--- src/rtl/iir_mac_sched.sv ---
// Sequencer for a time-shared IIR multiply/accumulate datapath: coefficient file, tap stepping, pacing.
// Optional build macro IIR_FLUSH_ON_CFG_EN: clear the delay lines for 2 cycles after each coefficient write.
module iir_mac_sched #(
    parameter int CW       = 4,
    parameter int NTAPS    = 5,
    parameter int RATE_DIV = 4,
    parameter int TW       = 8
) (
    input  logic          clk,
    input  logic          rst,
    input  logic          in_valid,
    output logic          in_ready,
    input  logic          cfg_we,
    input  logic [2:0]    cfg_addr,
    input  logic [CW-1:0] cfg_data,
    output logic          cfg_ack,
    output logic [2:0]    tap_sel,
    output logic [CW-1:0] coef,
    output logic          acc_clr,
    output logic          acc_en,
    output logic          shift_en,
    output logic          out_valid,
    input  logic          out_ready,
    output logic          busy,
    output logic          flush
);

    typedef enum logic [2:0] {
        S_IDLE,
        S_MAC,
        S_SHIFT,
        S_OUT,
        S_FLUSH
    } state_t;

    localparam logic [2:0]    LAST_TAP   = 3'(NTAPS - 1);
    localparam logic [TW-1:0] TIMER_LOAD = TW'(RATE_DIV - 1);
    localparam logic [CW-1:0] B_RESET    = CW'(1);
    localparam logic [CW-1:0] A_RESET    = ~CW'(1);

    state_t        state;
    state_t        state_next;
    logic [2:0]    tap_next;
    logic [TW-1:0] timer;
    logic [CW-1:0] coef_reg [NTAPS];
    logic          accept;
    logic          cfg_fire;
    logic          cfg_addr_ok;

    // A request still held during its own ack cycle must not be taken a second time.
    assign cfg_fire    = (state == S_IDLE) && cfg_we && !cfg_ack;
    assign cfg_addr_ok = (cfg_addr <= LAST_TAP);
    assign in_ready    = (state == S_IDLE) && (timer == '0) && !cfg_we;
    assign accept      = in_valid && in_ready;
    assign busy        = (state != S_IDLE);
    assign coef        = coef_reg[tap_sel];

`ifdef IIR_FLUSH_ON_CFG_EN
    logic flush_cnt;

    always_ff @(posedge clk or negedge rst) begin
        if (!rst) begin
            flush_cnt <= 1'b0;
        end else begin
            flush_cnt <= (state == S_FLUSH) ? !flush_cnt : 1'b0;
        end
    end
`endif

    always_comb begin
        // NOTE: every output gets a default before the case so no path leaves it unassigned (no latches).
        state_next = state;
        tap_next   = tap_sel;
        acc_en     = 1'b0;
        acc_clr    = 1'b0;
        shift_en   = 1'b0;
        out_valid  = 1'b0;
        flush      = 1'b0;
        case (state)
            S_IDLE: begin
                if (accept) begin
                    state_next = S_MAC;
                end
`ifdef IIR_FLUSH_ON_CFG_EN
                if (cfg_fire && cfg_addr_ok) begin
                    state_next = S_FLUSH;
                end
`endif
            end
            S_MAC: begin
                acc_en  = 1'b1;
                acc_clr = (tap_sel == 3'd0);
                if (tap_sel == LAST_TAP) begin
                    state_next = S_SHIFT;
                    tap_next   = 3'd0;
                end else begin
                    tap_next = tap_sel + 3'd1;
                end
            end
            S_SHIFT: begin
                shift_en   = 1'b1;
                state_next = S_OUT;
            end
            S_OUT: begin
                out_valid = 1'b1;
                if (out_ready) begin
                    state_next = S_IDLE;
                end
            end
`ifdef IIR_FLUSH_ON_CFG_EN
            S_FLUSH: begin
                flush = 1'b1;
                if (flush_cnt) begin
                    state_next = S_IDLE;
                end
            end
`endif
            default: state_next = S_IDLE;
        endcase
    end

    // NOTE: sequential state uses non-blocking assignments so every register samples pre-edge values.
    always_ff @(posedge clk or negedge rst) begin
        if (!rst) begin
            state   <= S_IDLE;
            tap_sel <= 3'd0;
            timer   <= '0;
            cfg_ack <= 1'b0;
        end else begin
            state   <= state_next;
            tap_sel <= tap_next;
            cfg_ack <= cfg_fire;
            if (accept) begin
                timer <= TIMER_LOAD;
            end else if (timer != '0) begin
                timer <= timer - TW'(1);
            end
        end
    end

    // NOTE: the coefficient file is reset because the filter must start from defined default taps.
    always_ff @(posedge clk or negedge rst) begin
        if (!rst) begin
            for (int i = 0; i < NTAPS; i++) begin
                coef_reg[i] <= (i < 3) ? B_RESET : A_RESET;
            end
        end else if (cfg_fire && cfg_addr_ok) begin
            coef_reg[cfg_addr] <= cfg_data;
        end
    end

endmodule

--- config.mk ---
export PLATFORM = sky130hd
export DESIGN_NAME = iir_mac_sched
export DESIGN_NICKNAME = d
export VERILOG_FILES = /design/src/rtl/iir_mac_sched.sv
export SDC_FILE = /design/constraint.sdc
export NUM_CORES = 1
export LEC_CHECK = 0
export CAP_MARGIN = 0
export CORE_UTILIZATION = 25
export DETAILED_ROUTE_END_ITERATION = 12
export MAX_ROUTING_LAYER = met4
export SYNTH_ARGS = -nofsm -noshare
export SYNTH_HDL_FRONTEND = slang
export SYNTH_SLANG_ARGS = --single-unit
export TNS_END_PERCENT = 5
--- constraint.sdc ---
create_clock -name clk -period 3.5 [get_ports clk]
set_input_delay 0.875 -clock clk [delete_from_list [all_inputs] [get_ports clk]]
set_output_delay 0.875 -clock clk [all_outputs]
set_load 0.01 [all_outputs]
==> results.sh <==
export IMPL_status="finished, final reports clean"
export IMPL_synth_top_area_share_pct=35.7
export IMPL_crit_chain="inv_1 -> ha_1 -> nor3b_2 -> nand2_1 -> nor3_1 -> clkdlybuf4s50_1"
export IMPL_post_cts_buffers=0
export IMPL_wl_per_cell_um=12.2
export IMPL_fmax_mhz=322
export IMPL_worstSkewPairLatency_ps=290
export IMPL_io_buffers=25
export IMPL_yosys_area_top_type="dfrtp_1"
export IMPL_synth_common_cells="dfrtp_1 (25), mux2_2 (22), inv_1 (13), nand2_1 (10)"
export IMPL_fp_dieH_um=85.7
export IMPL_synth_edff_count=0
export IMPL_cts_hold_buf=0
export IMPL_num_rows=30
export IMPL_fin_area_um2=2190
export IMPL_p_leak_nw=0.919
export IMPL_ys_seq_area_share_pct=49.2
export IMPL_slew_headroom_pct=60.1
export IMPL_grt_pass1_vias=1151
export IMPL_num_antenna_cells=0
export IMPL_max_cap_viol_count=0
export IMPL_via_per_inst=4.32
export IMPL_core_um2=6790
export IMPL_htreeDepth=2
export IMPL_worstPathRequired_ps=2620
export IMPL_vdd_ir_drop_max_mv=0.166
export IMPL_drt_iter0_markers=13
export IMPL_synth_area_leaders="dfrtp_1 (36%), mux2_2 (14%), dfstp_2 (14%)"
export IMPL_clock_skew_ps=4.98
export IMPL_largest_reg_flops=20
export IMPL_grt_pass1_wl_mm=5.62
export IMPL_fp_dieW_um=85.7
export IMPL_routed_wl_mm=3.32
export IMPL_netlist_instances=145
export IMPL_start_kind="flop"
export IMPL_io_pins=27
export IMPL_cts_max_path_buffers=2
export IMPL_synth_nets=166
export IMPL_grtUsageTotal_pct=10.5
export IMPL_gp_congestion=0.744
export IMPL_grt_overflow=0
export IMPL_cts_buffers=5
export IMPL_setup_viol=0
export IMPL_clockRootBuffer="clkbuf_8"
export IMPL_drc=0
export IMPL_die_area_um2=7340
export IMPL_crit_start="timer[0]"
export IMPL_placed_area_um2=2110
export IMPL_async_flop_share_pct=100
export IMPL_synth_area_um2=1750
export IMPL_synth_area_per_cell_um2=12.1
export IMPL_worstRegToRegCells=6
export IMPL_worstHoldPathCells=1
export IMPL_endpoint="in_ready"
export IMPL_cp_end_kind="primary output"
export IMPL_rsz0062_at_grt="false"
export IMPL_firstDrtPassIters=3
export IMPL_path_max_fanout=7
export IMPL_hold_violations=0
export IMPL_yosysWarnings=0
export IMPL_vias=1174
export IMPL_period_share_pct=88.6
export IMPL_synth_top_flop_cell="dfrtp_1"
export IMPL_layout_nets=196
export IMPL_setup_tns_ps=0
export IMPL_worst_pin_slew_ps=596
export IMPL_path_class="reg -> out"
export IMPL_cpPeakStageDelay_ps=560
export IMPL_rr_endpoint="coef_reg[4]"
export IMPL_area_growth_pct=25.2
export IMPL_maxSlewViolCount=0
export IMPL_tritoncts="built"
export IMPL_cp_top_family="simple AND/OR/NAND/NOR gates"
export IMPL_hp_class="reg -> reg"
export IMPL_clkSinkCount=34
export IMPL_reg2reg_slack_ps=1600
export IMPL_antenna_found_initial=0
export IMPL_dpl_hpwl_mm=2.45
export IMPL_cp_slowest_cell="clkdlybuf4s50_1"
export IMPL_holdWs_ps=501
export IMPL_antenna_left=0
export IMPL_layout_drive_gt1_share_pct=27.3
export IMPL_initial_core_util_pct=25.8
export IMPL_cp_num_cells=6
export IMPL_synth_most_common_cell="dfrtp_1"
export IMPL_clk_pin_slew_ps=60
export IMPL_cp_arrival_ps=2230
export IMPL_grt_max_degree=23
export IMPL_path_buf_inv=2
export IMPL_post_cts_resized=0
export IMPL_yosys_register_bits=34
export IMPL_power_density_nw_per_um2=819
export IMPL_nFillCells=694
export IMPL_period_needed_ps=3100
export IMPL_r2r_start="state[0]"
export IMPL_yosysUniqueCellTypes=32
-- area by class of cell --
| cell class | count | area [um2] | share of cell area [%] |
|---|---|---|---|
| multi-input combinational | 95 | 823 | 37.6 |
| tap | 96 | 120 | 5.48 |
| clock buffer | 8 | 80.1 | 3.65 |
| timing repair buffer | 26 | 258 | 11.8 |
| sequential | 34 | 862 | 39.3 |
| inverter | 13 | 48.8 | 2.23 |
-- through the flow --
step	setup WS (ps)	instances	utilization, %	total power [mW]
2_1_floorplan	1270	145	-	1.25
3_3_place_gp	591	264	31.1	1.53
3_5_place_dp	561	264	31.1	1.54
4_1_cts	371	272	32.3	1.83
5_1_grt	262	272	32.3	1.95
6_report	397	272	32.3	1.80
-- logic make-up after synthesis --
kind of cell             share of synthesized area, %
adder cells (fa/ha/maj)                          6.43
XOR/XNOR                                        0.500
AND/OR/NAND/NOR                                  11.9
flip-flops                                       49.2
AO/OA/AOI/OAI                                    6.86
multiplexers                                     21.1
other                                           0.214
buffers and inverters                            3.72
-- worst min-delay path by stage --
stage | from | to | slack [ps]
6_report | coef_reg[9] | coef_reg[9] | 500
5_1_grt | coef_reg[9] | coef_reg[9] | 510
4_1_cts | cfg_ack | cfg_ack | 500
3_5_place_dp | coef_reg[9] | coef_reg[9] | 490
3_3_place_gp | cfg_ack | cfg_ack | 480
2_1_floorplan | coef_reg[10] | coef_reg[10] | 470
-- where the power goes --
| group | internal (mW) | total, mW | switching (mW) | leakage [nW] |
|---|---|---|---|---|
| registers | 0.600 | 0.767 | 0.167 | 0.406 |
| clock network | 0.141 | 0.275 | 0.134 | 0.0395 |
| logic | 0.439 | 0.754 | 0.315 | 0.473 |
| total | 1.18 | 1.80 | 0.617 | 0.919 |
-- cell usage in the layout, fill, tap and decap left out, types with 2 or more instances in the layout --
cell	synthesis	routed
clkbuf_1	1	3
nor2_1	6	6
nand2_1	10	10
nor3_1	6	6
mux2i_1	2	2
a21oi_1	3	3
nand3_1	7	7
mux2_2	22	22
dfrtp_1	25	25
clkbuf_8	0	5
o21ai_0	8	8
a21o_1	2	2
dfstp_2	9	9
inv_1	13	13
ha_1	9	9
mux4_2	4	4
nand3b_1	2	2
clkdlybuf4s50_1	0	25
-- routing by layer --
| metal | GRT usage [%] | share of wire (%) |
|---|---|---|
| met4 | 5.45 | 2.4 |
| met5 | - | 0 |
| met1 | 12.3 | 47 |
| met2 | 16.9 | 48 |
| met3 | 2.31 | 2.9 |
No activity file was read; power rests on OpenSTA's default activity.
